[src/rtl/bit_field_pkg.sv]
// ============================================================================
// Module   : bit_field_pkg
// Purpose  : Shared types, defaults and width clamp for bit_field_inserter.
// Revision : 1.0
// ============================================================================
`default_nettype none

package bit_field_pkg;

    localparam int WORD_W_DEFAULT  = 64;
    localparam int FIELD_W_DEFAULT = 16;

    typedef enum logic [7:0] {
        STATE_IDLE  = 8'd0,
        STATE_MERGE = 8'd1,
        STATE_EMIT  = 8'd2
    } state_t;

    // Requests wider than the field port are treated as full-width fields.
    function automatic logic [4:0] clamp_width(input logic [4:0] width);
        return (width > 5'(FIELD_W_DEFAULT)) ? 5'(FIELD_W_DEFAULT) : width;
    endfunction

endpackage

`default_nettype wire

[src/rtl/field_mask_gen.sv]
// ============================================================================
// Module   : field_mask_gen
// Purpose  : Combinational word mask and overflow flag for a (lsb, width) field.
// Revision : 1.0
// ============================================================================
`default_nettype none

module field_mask_gen #(
    parameter int WORD_W = 64
) (
    input  logic [$clog2(WORD_W)-1:0] i_lsb,
    input  logic [4:0]                i_width,
    output logic [WORD_W-1:0]         o_mask,
    output logic                      o_overflow
);

    localparam int SUM_W = $clog2(WORD_W) + 2;

    logic [WORD_W-1:0] w_ones;
    logic [SUM_W-1:0]  w_end;

    assign w_ones     = (WORD_W'(1) << i_width) - WORD_W'(1);
    // Bits shifted past the MSB fall off; they are reported, never wrapped.
    assign o_mask     = w_ones << i_lsb;
    assign w_end      = SUM_W'(i_lsb) + SUM_W'(i_width);
    assign o_overflow = (w_end > SUM_W'(WORD_W));

endmodule

`default_nettype wire

[src/rtl/bit_field_inserter.sv]
// ============================================================================
// Module   : bit_field_inserter
// Purpose  : Read-modify-write packer of narrow fields into a word register.
// Revision : 1.0
// ============================================================================
`default_nettype none

module bit_field_inserter
    import bit_field_pkg::*;
#(
    parameter int WORD_W  = WORD_W_DEFAULT,
    parameter int FIELD_W = FIELD_W_DEFAULT
) (
    input  logic                      clk,
    input  logic                      reset,
    input  logic                      in_valid,
    output logic                      in_ready,
    input  logic [FIELD_W-1:0]        in_field,
    input  logic [$clog2(WORD_W)-1:0] in_lsb,
    input  logic [4:0]                in_width,
    input  logic                      in_last,
    output logic                      out_valid,
    input  logic                      out_ready,
    output logic [WORD_W-1:0]         out_word,
    output logic                      out_overflow
);

    localparam int LSB_W = $clog2(WORD_W);

    state_t             r_state;
    state_t             w_state_nxt;
    logic [FIELD_W-1:0] r_field;
    logic [LSB_W-1:0]   r_lsb;
    logic [4:0]         r_width;
    logic               r_last;
    logic [WORD_W-1:0]  r_acc;
    logic               r_ovf;

    logic [WORD_W-1:0]  w_mask;
    logic               w_mask_ovf;
    logic [WORD_W-1:0]  w_data;
    logic               w_accept;
    logic               w_emit_done;

    field_mask_gen #(
        .WORD_W (WORD_W)
    ) u_mask (
        .i_lsb      (r_lsb),
        .i_width    (r_width),
        .o_mask     (w_mask),
        .o_overflow (w_mask_ovf)
    );

    assign w_data      = (WORD_W'(r_field) << r_lsb) & w_mask;
    assign w_accept    = in_valid && in_ready;
    assign w_emit_done = (r_state == STATE_EMIT) && out_ready;

    // Reset gates ready so nothing is accepted while the block is held clear.
    assign in_ready     = (r_state == STATE_IDLE) && !reset;
    assign out_valid    = (r_state == STATE_EMIT);
    assign out_word     = r_acc;
    assign out_overflow = r_ovf;

    always_comb begin
        w_state_nxt = r_state;
        case (r_state)
            STATE_IDLE:  if (w_accept) w_state_nxt = STATE_MERGE;
            STATE_MERGE: w_state_nxt = r_last ? STATE_EMIT : STATE_IDLE;
            STATE_EMIT:  if (out_ready) w_state_nxt = STATE_IDLE;
            default:     w_state_nxt = STATE_IDLE;
        endcase
    end

    always_ff @(posedge clk or posedge reset) begin
        if (reset) begin
            r_state <= STATE_IDLE;
        end else begin
            r_state <= w_state_nxt;
        end
    end

    always_ff @(posedge clk or posedge reset) begin
        if (reset) begin
            r_field <= '0;
            r_lsb   <= '0;
            r_width <= '0;
            r_last  <= 1'b0;
            r_acc   <= '0;
            r_ovf   <= 1'b0;
        end else begin
            if (w_accept) begin
                r_field <= in_field;
                r_lsb   <= in_lsb;
                r_width <= clamp_width(in_width);
                r_last  <= in_last;
            end
            if (r_state == STATE_MERGE) begin
                r_acc <= (r_acc & ~w_mask) | w_data;
                if (w_mask_ovf) begin
                    r_ovf <= 1'b1;
                end
            end
            if (w_emit_done) begin
                r_acc <= '0;
                r_ovf <= 1'b0;
            end
        end
    end

endmodule

`default_nettype wire

[config.mk]
export PLATFORM = sky130hd
export DESIGN_NAME = bit_field_inserter
export DESIGN_NICKNAME = d
export VERILOG_FILES = /design/src/rtl/bit_field_pkg.sv /design/src/rtl/field_mask_gen.sv /design/src/rtl/bit_field_inserter.sv
export SDC_FILE = /design/constraint.sdc
export NUM_CORES = 1
export LEC_CHECK = 0
export ABC_AREA = 1
export ABC_CLOCK_PERIOD_IN_PS = 3050
export BUFFER_PORTS_ARGS = -buffer_cell sky130_fd_sc_hd__buf_2
export CORE_UTILIZATION = 50
export DETAILED_ROUTE_END_ITERATION = 6
export PLACE_DENSITY = 0.72
export SLEW_MARGIN = 20
export SYNTH_ARGS = -nofsm -noshare
export SYNTH_HDL_FRONTEND = slang
export SYNTH_HIERARCHICAL = 1
export SYNTH_SLANG_ARGS = --single-unit
export TNS_END_PERCENT = 10
[constraint.sdc]
create_clock -name clk -period 3.05 [get_ports clk]
set_input_delay 0.4575 -clock clk [delete_from_list [all_inputs] [get_ports clk]]
set_output_delay 0.4575 -clock clk [all_outputs]
set_load 0.05 [all_outputs]
# --- Word-level counts from Yosys, hierarchy flattened ---
# Cells that the tools add are included.
totals:
  word_cells: 41
  register_bits: 101
  inputBits: 32
  output_inout_bits: 67
classes:
  magnitude_cmp: 2
  shift: 3
  n_eq_ne: 4
  n_reduce_logical: 9
  add_sub_neg: 2
  bitwise: 4
  muxes: 10
ops:
  columns: ["op", "n"]
  rows:
  - ["64-bit bitwise AND", 2]
  - ["64-bit two-way mux", 2]
  - ["64-bit inverter", 1]
  - ["64-bit OR", 1]
  - ["1-bit by 5-bit left shift with 64-bit output (first input constant)", 1]
  - ["16-bit by 6-bit left shift with 64-bit output", 1]
  - ["64-bit by 6-bit left shift with 64-bit output", 1]
  - ["64-bit by 2-bit subtractor with 64-bit output (second input constant)", 1]
  - ["8-bit case mux with 3 select lines", 1]
  - ["8-bit two-way mux", 2]
  - ["8-bit by 1-bit == test with 1-bit output (second input constant)", 1]
  - ["8-bit by 2-bit == test with 1-bit output (second input constant)", 1]
  - ["8-bit by 7-bit greater-than comparator with 1-bit output (second input constant)", 1]
  - ["8-bit zero test", 1]
  - ["6-bit by 5-bit adder with 7-bit output", 1]
  - ["5-bit greater-than comparator (second input constant)", 1]
  - ["5-bit two-way mux", 1]
  - ["2-bit AND reduction", 2]
  - ["2-bit nonzero test", 2]
  - ["1-bit logical AND", 3]
  - ["1-bit two-way mux", 3]
  - ["2-bit two-way mux", 1]
  - ["2-bit by 1-bit != test with 1-bit output (second input constant)", 1]
  - ["2-bit != test (second input constant)", 1]
  - ["1-bit zero test", 1]

# --- Depth between registers and ports, before layout ---
depth:
  depth_word: 8
  ltp_mapped: 26
  ltp_nobuf: 25

# --- By module ---
# Netlist, hierarchy kept.
modules_own_cells:
  columns: ["mod", "instances", "seq_area_each_um2", "cells_each", "area_each_um2"]
  rows:
  - ["bit_field_inserter", 1, 2377.3, 958, 6242.2]
  - ["field_mask_gen", 1, 0.0, 877, 4122.7]

# --- Worst setup path before layout ---
# Ideal clock, no wire load.
synth_timing:
  path_type: "register -> register"
  start: "reg r_width[3]"
  end: "reg r_acc[33], in the netlist out_word[33]"
  path_slack_ps: 436
  required_ps: 2932
  t_arrival_ps: 2496
  path_buffers: 2
  setup_ps: 118
  period_less_slack_ps: 2614
  stages_incl_launch_ff: 23
  cell_sequence: "dfrtp_1 -> buf_4 -> inv_4 -> buf_6 -> nand4_2 -> ha_1 -> nand2_1 -> nor2_4 -> nand2_1 -> inv_1 -> nand2_1 -> nand3_1 -> nand3_1 -> nand3_1 -> nand3_1 -> nand2_1 -> nand2_1 -> nand3_1 -> nand2_1 -> a21boi_0 -> o21ai_1 -> nand2_1 -> nand2_1"
synth_via:
  elab_chain_len: 8
  elab_cells_between_ends: 9
  cone_classes: "add/sub (1); shift (2); mux (2); bitwise (4)"
synth_lines:
  columns: ["element", "line_no", "rtl"]
  rows:
  - ["start, declared", "bit_field_inserter.sv:34", "logic [4:0] r_width;"]
  - ["start signal, assigned", "bit_field_inserter.sv:94", "r_width <= clamp_width(in_width);"]
  - ["1-bit by 5-bit left shift with 64-bit output *", "field_mask_gen.sv:22", "assign w_ones = (WORD_W'(1) << i_width) - WORD_W'(1);"]
  - ["64-bit by 2-bit subtractor with 64-bit output *", "field_mask_gen.sv:22", null]
  - ["64-bit by 6-bit left shift with 64-bit output *", "field_mask_gen.sv:24", "assign o_mask = w_ones << i_lsb;"]
  - ["via w_mask[33]", "bit_field_inserter.sv:39", "logic [WORD_W-1:0] w_mask;"]
  - ["64-bit inverter", "bit_field_inserter.sv:98", "r_acc <= (r_acc & ~w_mask) | w_data;"]
  - ["64-bit bitwise AND", "bit_field_inserter.sv:98", null]
  - ["64-bit OR *", "bit_field_inserter.sv:98", null]
  - ["64-bit two-way mux *", "bit_field_inserter.sv:97", "if (r_state == STATE_MERGE) begin"]
  - ["64-bit two-way mux *", "bit_field_inserter.sv:103", "if (w_emit_done) begin"]
  - ["end signal, assigned", "bit_field_inserter.sv:98", null]
  - ["end, declared", "bit_field_inserter.sv:36", "logic [WORD_W-1:0] r_acc;"]
# The timed path passes the listed nets; every way through them passes the cells marked *. The select of a mux whose other input is x is not followed.
# A chain may end at the register's enable or synchronous reset.

# --- Worst setup path after layout ---
layout_timing:
  start: "reg r_width[0]"
  end: "reg r_acc[44], in the netlist out_word[44]"
# The elaborated chain is that of the path after synthesis.

==> flow_summary.html <==
<table>
<tr><th>Metric</th><th>Value</th></tr>
<tr><th colspan="2">Clocking</th></tr>
<tr><td>Clock slew seen by the registers of the worst setup and hold paths</td><td>0.08 ns</td></tr>
<tr><td>Total of hold buffers inserted after clock tree synthesis</td><td>0</td></tr>
<tr><td>Number of buffers created by CTS</td><td>9</td></tr>
<tr><td>Later-pin clock latency in the skew report</td><td>0.37 ns</td></tr>
<tr><td>CTS tree</td><td>done</td></tr>
<tr><td>Max H-tree Level</td><td>3</td></tr>
<tr><td>Max clock buf depth</td><td>2</td></tr>
<tr><td>CTS root buffer</td><td>sky130_fd_sc_hd__clkbuf_16</td></tr>
<tr><td># clock sinks</td><td>95</td></tr>
<tr><th colspan="2">Critical path</th></tr>
<tr><td>Longest individual stage delay on the worst path</td><td>0.40 ns</td></tr>
<tr><td>Category of cells accounting for the largest share of critical-path delay</td><td>simple AND/OR/NAND/NOR gates</td></tr>
<tr><td>Origin of the worst setup path</td><td>r_width[0]</td></tr>
<tr><td>Path type of the worst setup path</td><td>reg -&gt; reg</td></tr>
<tr><td>Worst setup SP type</td><td>flip-flop</td></tr>
<tr><td>CP Max Fanout</td><td>7</td></tr>
<tr><td>CP cell instances</td><td>inv_2 &gt; nor3_1 &gt; nand3_1 &gt; ha_2 &gt; nand2_2 &gt; nor2_4 &gt; nand2_2 &gt; nor2_2 &gt; nand2_1 &gt; nand3_1 &gt; nand3_1 &gt; nand3_1 &gt; nand3_2 &gt; nand3_1 &gt; nand3_1 &gt; nand2_1 &gt; o21ai_0 &gt; o21bai_1 &gt; nand2_1</td></tr>
<tr><td>Most common cell on crit path</td><td>sky130_fd_sc_hd__nand3_1</td></tr>
<tr><td>Element type at the critical path end</td><td>flip-flop</td></tr>
<tr><td>Start of the worst register-to-register path</td><td>r_width[0]</td></tr>
<tr><td>CP Data Arrival Time</td><td>3.18 ns</td></tr>
<tr><td>Number of buffers and inverters on the critical path</td><td>1</td></tr>
<tr><td>Library cell contributing the largest single delay on the critical path</td><td>sky130_fd_sc_hd__dfrtp_1</td></tr>
<tr><td>Required time reported for the critical path endpoint</td><td>3.31 ns</td></tr>
<tr><th colspan="2">Route</th></tr>
<tr><td>WL/cell</td><td>18.94 um</td></tr>
<tr><td>DRC</td><td>0</td></tr>
<tr><td>Iteration-0 DRC Markers</td><td>1379</td></tr>
<tr><td>Detailed-route via count</td><td>12610</td></tr>
<tr><td>Number of optimization iterations in the first detailed-route pass</td><td>6</td></tr>
<tr><td>Remaining antenna violation count</td><td>0</td></tr>
<tr><td>Total Wirelength</td><td>40870 um</td></tr>
<tr><td>Routed via count divided by cell count</td><td>5.842</td></tr>
<tr><th colspan="2">Cells and area</th></tr>
<tr><td>Number of inserted diodes</td><td>0</td></tr>
<tr><td>Post-route cell area</td><td>11690 sq um</td></tr>
<tr><td>Layout cell share with drive strength beyond 1</td><td>0.1721</td></tr>
<tr><td>Cell Count, Final, Fillers Out</td><td>2158</td></tr>
<tr><td>Final layout net count</td><td>1924</td></tr>
<tr><td>Layout overhead on the synthesized area</td><td>12.80%</td></tr>
<tr><th colspan="2">Pwr</th></tr>
<tr><td>Net switching power of the design</td><td>7.575 mW</td></tr>
<tr><td>Power density over the cells</td><td>1053 nW/um^2</td></tr>
<tr><td>Internal power</td><td>4.736 mW</td></tr>
<tr><td>Sequential share of power</td><td>0.181</td></tr>
<tr><td>Static leakage power</td><td>6.415 nW</td></tr>
<tr><td>Peak supply drop</td><td>585.8 uV</td></tr>
<tr><td>Clock network power share</td><td>0.101</td></tr>
<tr><td>Comb power frac</td><td>0.717</td></tr>
<tr><td>Total chip power</td><td>12.31 mW</td></tr>
<tr><td>Switching share of power</td><td>0.6153</td></tr>
<tr><th colspan="2">Place</th></tr>
<tr><td>Sum of net half-perimeters after detailed placement</td><td>31240 um</td></tr>
<tr><td>Global placement routability congestion</td><td>1.020</td></tr>
<tr><td>Count of input and output buffers</td><td>98</td></tr>
<tr><td>Cell area after placement</td><td>11000 sq um</td></tr>
<tr><td>Cells after DPL</td><td>2139</td></tr>
<tr><th colspan="2">Die</th></tr>
<tr><td>Area of the core</td><td>20300 sq um</td></tr>
<tr><td>Floorplan die area</td><td>21310 sq um</td></tr>
<tr><td>Width of the die</td><td>146.0 um</td></tr>
<tr><td>Effective utilization at floorplan</td><td>0.5106</td></tr>
<tr><td>Top-level I/O count</td><td>99</td></tr>
<tr><td>Cell row count</td><td>52</td></tr>
<tr><td>Die outline height</td><td>146.0 um</td></tr>
<tr><th colspan="2">Synthesis</th></tr>
<tr><td>Synthesized area</td><td>10360 sq um</td></tr>
<tr><td>Ys flop type</td><td>sky130_fd_sc_hd__dfrtp_1</td></tr>
<tr><td>Post-synthesis instance total</td><td>1835</td></tr>
<tr><td>Sequential element share of the synthesized area</td><td>0.2294</td></tr>
<tr><td>Cell types occupying the most area after synthesis</td><td>sky130_fd_sc_hd__nand2_1 (25%), sky130_fd_sc_hd__dfrtp_1 (23%), sky130_fd_sc_hd__nand3_1 (20%), sky130_fd_sc_hd__inv_1 (5.1%), sky130_fd_sc_hd__nor2_1 (4.1%)</td></tr>
<tr><td>Number of distinct library cell variants in the gate-level netlist after synthesis</td><td>47</td></tr>
<tr><td>Average footprint of a synthesized cell</td><td>5.648 sq um</td></tr>
<tr><td>YS warnings</td><td>6</td></tr>
<tr><td>Synth area leader</td><td>sky130_fd_sc_hd__nand2_1</td></tr>
<tr><td>Area share of the leading cell type in the synthesized netlist</td><td>0.2506</td></tr>
<tr><td>Post-Synthesis Net Count</td><td>1876</td></tr>
<tr><td>Synthesis-stage register bit count</td><td>95</td></tr>
<tr><td>Proportion of synthesized flip-flops having asynchronous set or reset</td><td>1.000</td></tr>
<tr><td>EDFF count, synth</td><td>0</td></tr>
<tr><th colspan="2">GRT</th></tr>
<tr><td>Antenna violations before repair</td><td>0</td></tr>
<tr><td>Largest net degree at the start of global routing</td><td>59</td></tr>
<tr><td>Global-route usage over all layers</td><td>0.3880</td></tr>
<tr><td>Leftover overflow at the end of global routing</td><td>0</td></tr>
<tr><td>Via count of the first global-routing pass</td><td>11580</td></tr>
<tr><td>First-pass GRT wire length</td><td>64160 um</td></tr>
<tr><th colspan="2">Timing</th></tr>
<tr><td>Max-slew violation count</td><td>0</td></tr>
<tr><td>Hold Slack</td><td>0.1377 ns</td></tr>
<tr><td>Maximum frequency from static timing analysis</td><td>0.3421 GHz</td></tr>
<tr><td>Worst Skew</td><td>0.01321 ns</td></tr>
<tr><td>RSZ-0062 raised after global routing</td><td>yes</td></tr>
<tr><td>Share of the clock period used by the worst path after layout</td><td>0.9585</td></tr>
<tr><td>Fin crit period</td><td>2.923 ns</td></tr>
<tr><td>Setup violation total in the final timing report</td><td>0</td></tr>
<tr><td>Slew HR</td><td>0.4037</td></tr>
<tr><td>Count of endpoints failing hold in the final timing report</td><td>0</td></tr>
<tr><td>Worst Tran Pin Value</td><td>0.8935 ns</td></tr>
<tr><th colspan="2">Hold path</th></tr>
<tr><td>Path type of the worst min-delay path</td><td>in -&gt; async</td></tr>
<tr><th colspan="2">Run</th></tr>
<tr><td>Number of max-cap violations</td><td>0</td></tr>
<tr><th colspan="2">Run status</th></tr>
<tr><td>Outcome</td><td>finished, final reports clean</td></tr>
</table>
-- stage by stage --
step | util | setup slack, ns | setup TNS [ns]
3_5_place_dp | 0.5420 | 0.09668 | 0
4_1_cts | 0.5574 | 0.08151 | 0
2_1_floorplan | - | 0.1155 | 0
3_3_place_gp | 0.5420 | 0.1535 | 0
5_1_grt | 0.5759 | -0.09719 | -1.569
6_report | 0.5759 | 0.1267 | 0
-- synth_stat cells (all sizes together) (7+ instances only) --
cell type and number:
ha 8, nand2 704, inv 152, o211ai 7, nor2 126, nand3 436
nand4 42, buf 79, a21oi 25, o21ai 73, dfrtp 95, nor3 16
clkbuf 34
-- final timing paths --
check / endpoint / slack, ns / depth (start not counted)
max in group asynchronous: out_word[52] / 2.19 / 3
worst max register to register: out_word[44] / 0.13 / 19
worst max-delay path: out_word[44] / 0.13 / 19
worst min register to register: out_word[8] / 0.51 / 2
min in group clk: r_field[7] / 0.28 / 3
worst min-delay path: r_state[1] / 0.14 / 2
-- flip-flops by register name (all words and copies together), names as in the netlist --
register	cells
out_word	64
r_field	16
r_lsb	6
r_width	5
r_state	2
out_overflow	1
r_last	1
-- cell usage in the layout, fill, tap and decap left out, drive strengths merged, types with 7 or more instances in the layout --
cell type	count
nand2	704
nand3	436
inv	156
buf	150
nor2	126
dfrtp	95
o21ai	73
nand4	42
a21oi	25
nor3	16
clkbuf	9
ha	8
o211ai	7
-- per-layer routing --
layer | share of wire | vias to the layer above | GRT usage
met2 | 0.46 | 590 | 0.6325
met5 | 0 | - | 0
met1 | 0.41 | 5817 | 0.5051
li1 | - | 6080 | -
met3 | 0.077 | 121 | 0.05266
met4 | 0.051 | 0 | 0.1927
-- worst reg2reg max path, cell delays in order (launching register included) --
cell and delay (ns):
sky130_fd_sc_hd__dfrtp_1 0.40, sky130_fd_sc_hd__inv_2 0.08, sky130_fd_sc_hd__nor3_1 0.05, sky130_fd_sc_hd__nand3_1 0.15
sky130_fd_sc_hd__ha_2 0.24, sky130_fd_sc_hd__nand2_2 0.10, sky130_fd_sc_hd__nor2_4 0.24, sky130_fd_sc_hd__nand2_2 0.09
sky130_fd_sc_hd__nor2_2 0.11, sky130_fd_sc_hd__nand2_1 0.06, sky130_fd_sc_hd__nand3_1 0.12, sky130_fd_sc_hd__nand3_1 0.08
sky130_fd_sc_hd__nand3_1 0.12, sky130_fd_sc_hd__nand3_2 0.15, sky130_fd_sc_hd__nand3_1 0.11, sky130_fd_sc_hd__nand3_1 0.13
sky130_fd_sc_hd__nand2_1 0.20, sky130_fd_sc_hd__o21ai_0 0.14, sky130_fd_sc_hd__o21bai_1 0.19, sky130_fd_sc_hd__nand2_1 0.06
-- final cells by class --
cell class,count,area (sq um)
sequential,95,2387
timing repair buffer,150,918.4
tap,270,337.8
clock inverter,7,86.33
clock buffer,9,225.2
fill,2168,8608
multi-input combinational,1472,7149
inverter,155,586.8
-- what timing repair did --
| item | 4_1_cts | 5_1_grt |
|---|---|---|
| resized for setup | 0 | 89 |
| setup endpoints to repair | 0 | 55 |
| setup buffers | 0 | 3 |
-- power groups by stage --
stage	combinational [mW]	sequential [mW]	clock (mW)
after floorplan	4.75	3.48	0
after global placement	8.25	2.24	0
after detailed placement	8.31	2.24	0
after CTS	8.34	2.22	1.27
after global routing	9.55	2.30	1.30
final	8.83	2.23	1.25
-- kinds of logic after synthesis --
family          count (synthesis)  synth area share
fa+ha+maj                       9           0.01159
flops                          95            0.2294
xor+xnor                        6          0.005070
compound gates                128           0.07146
buf+inv                       268            0.1155
simple gates                 1329            0.5670
Note: power is estimated with default switching activity, not from simulation.
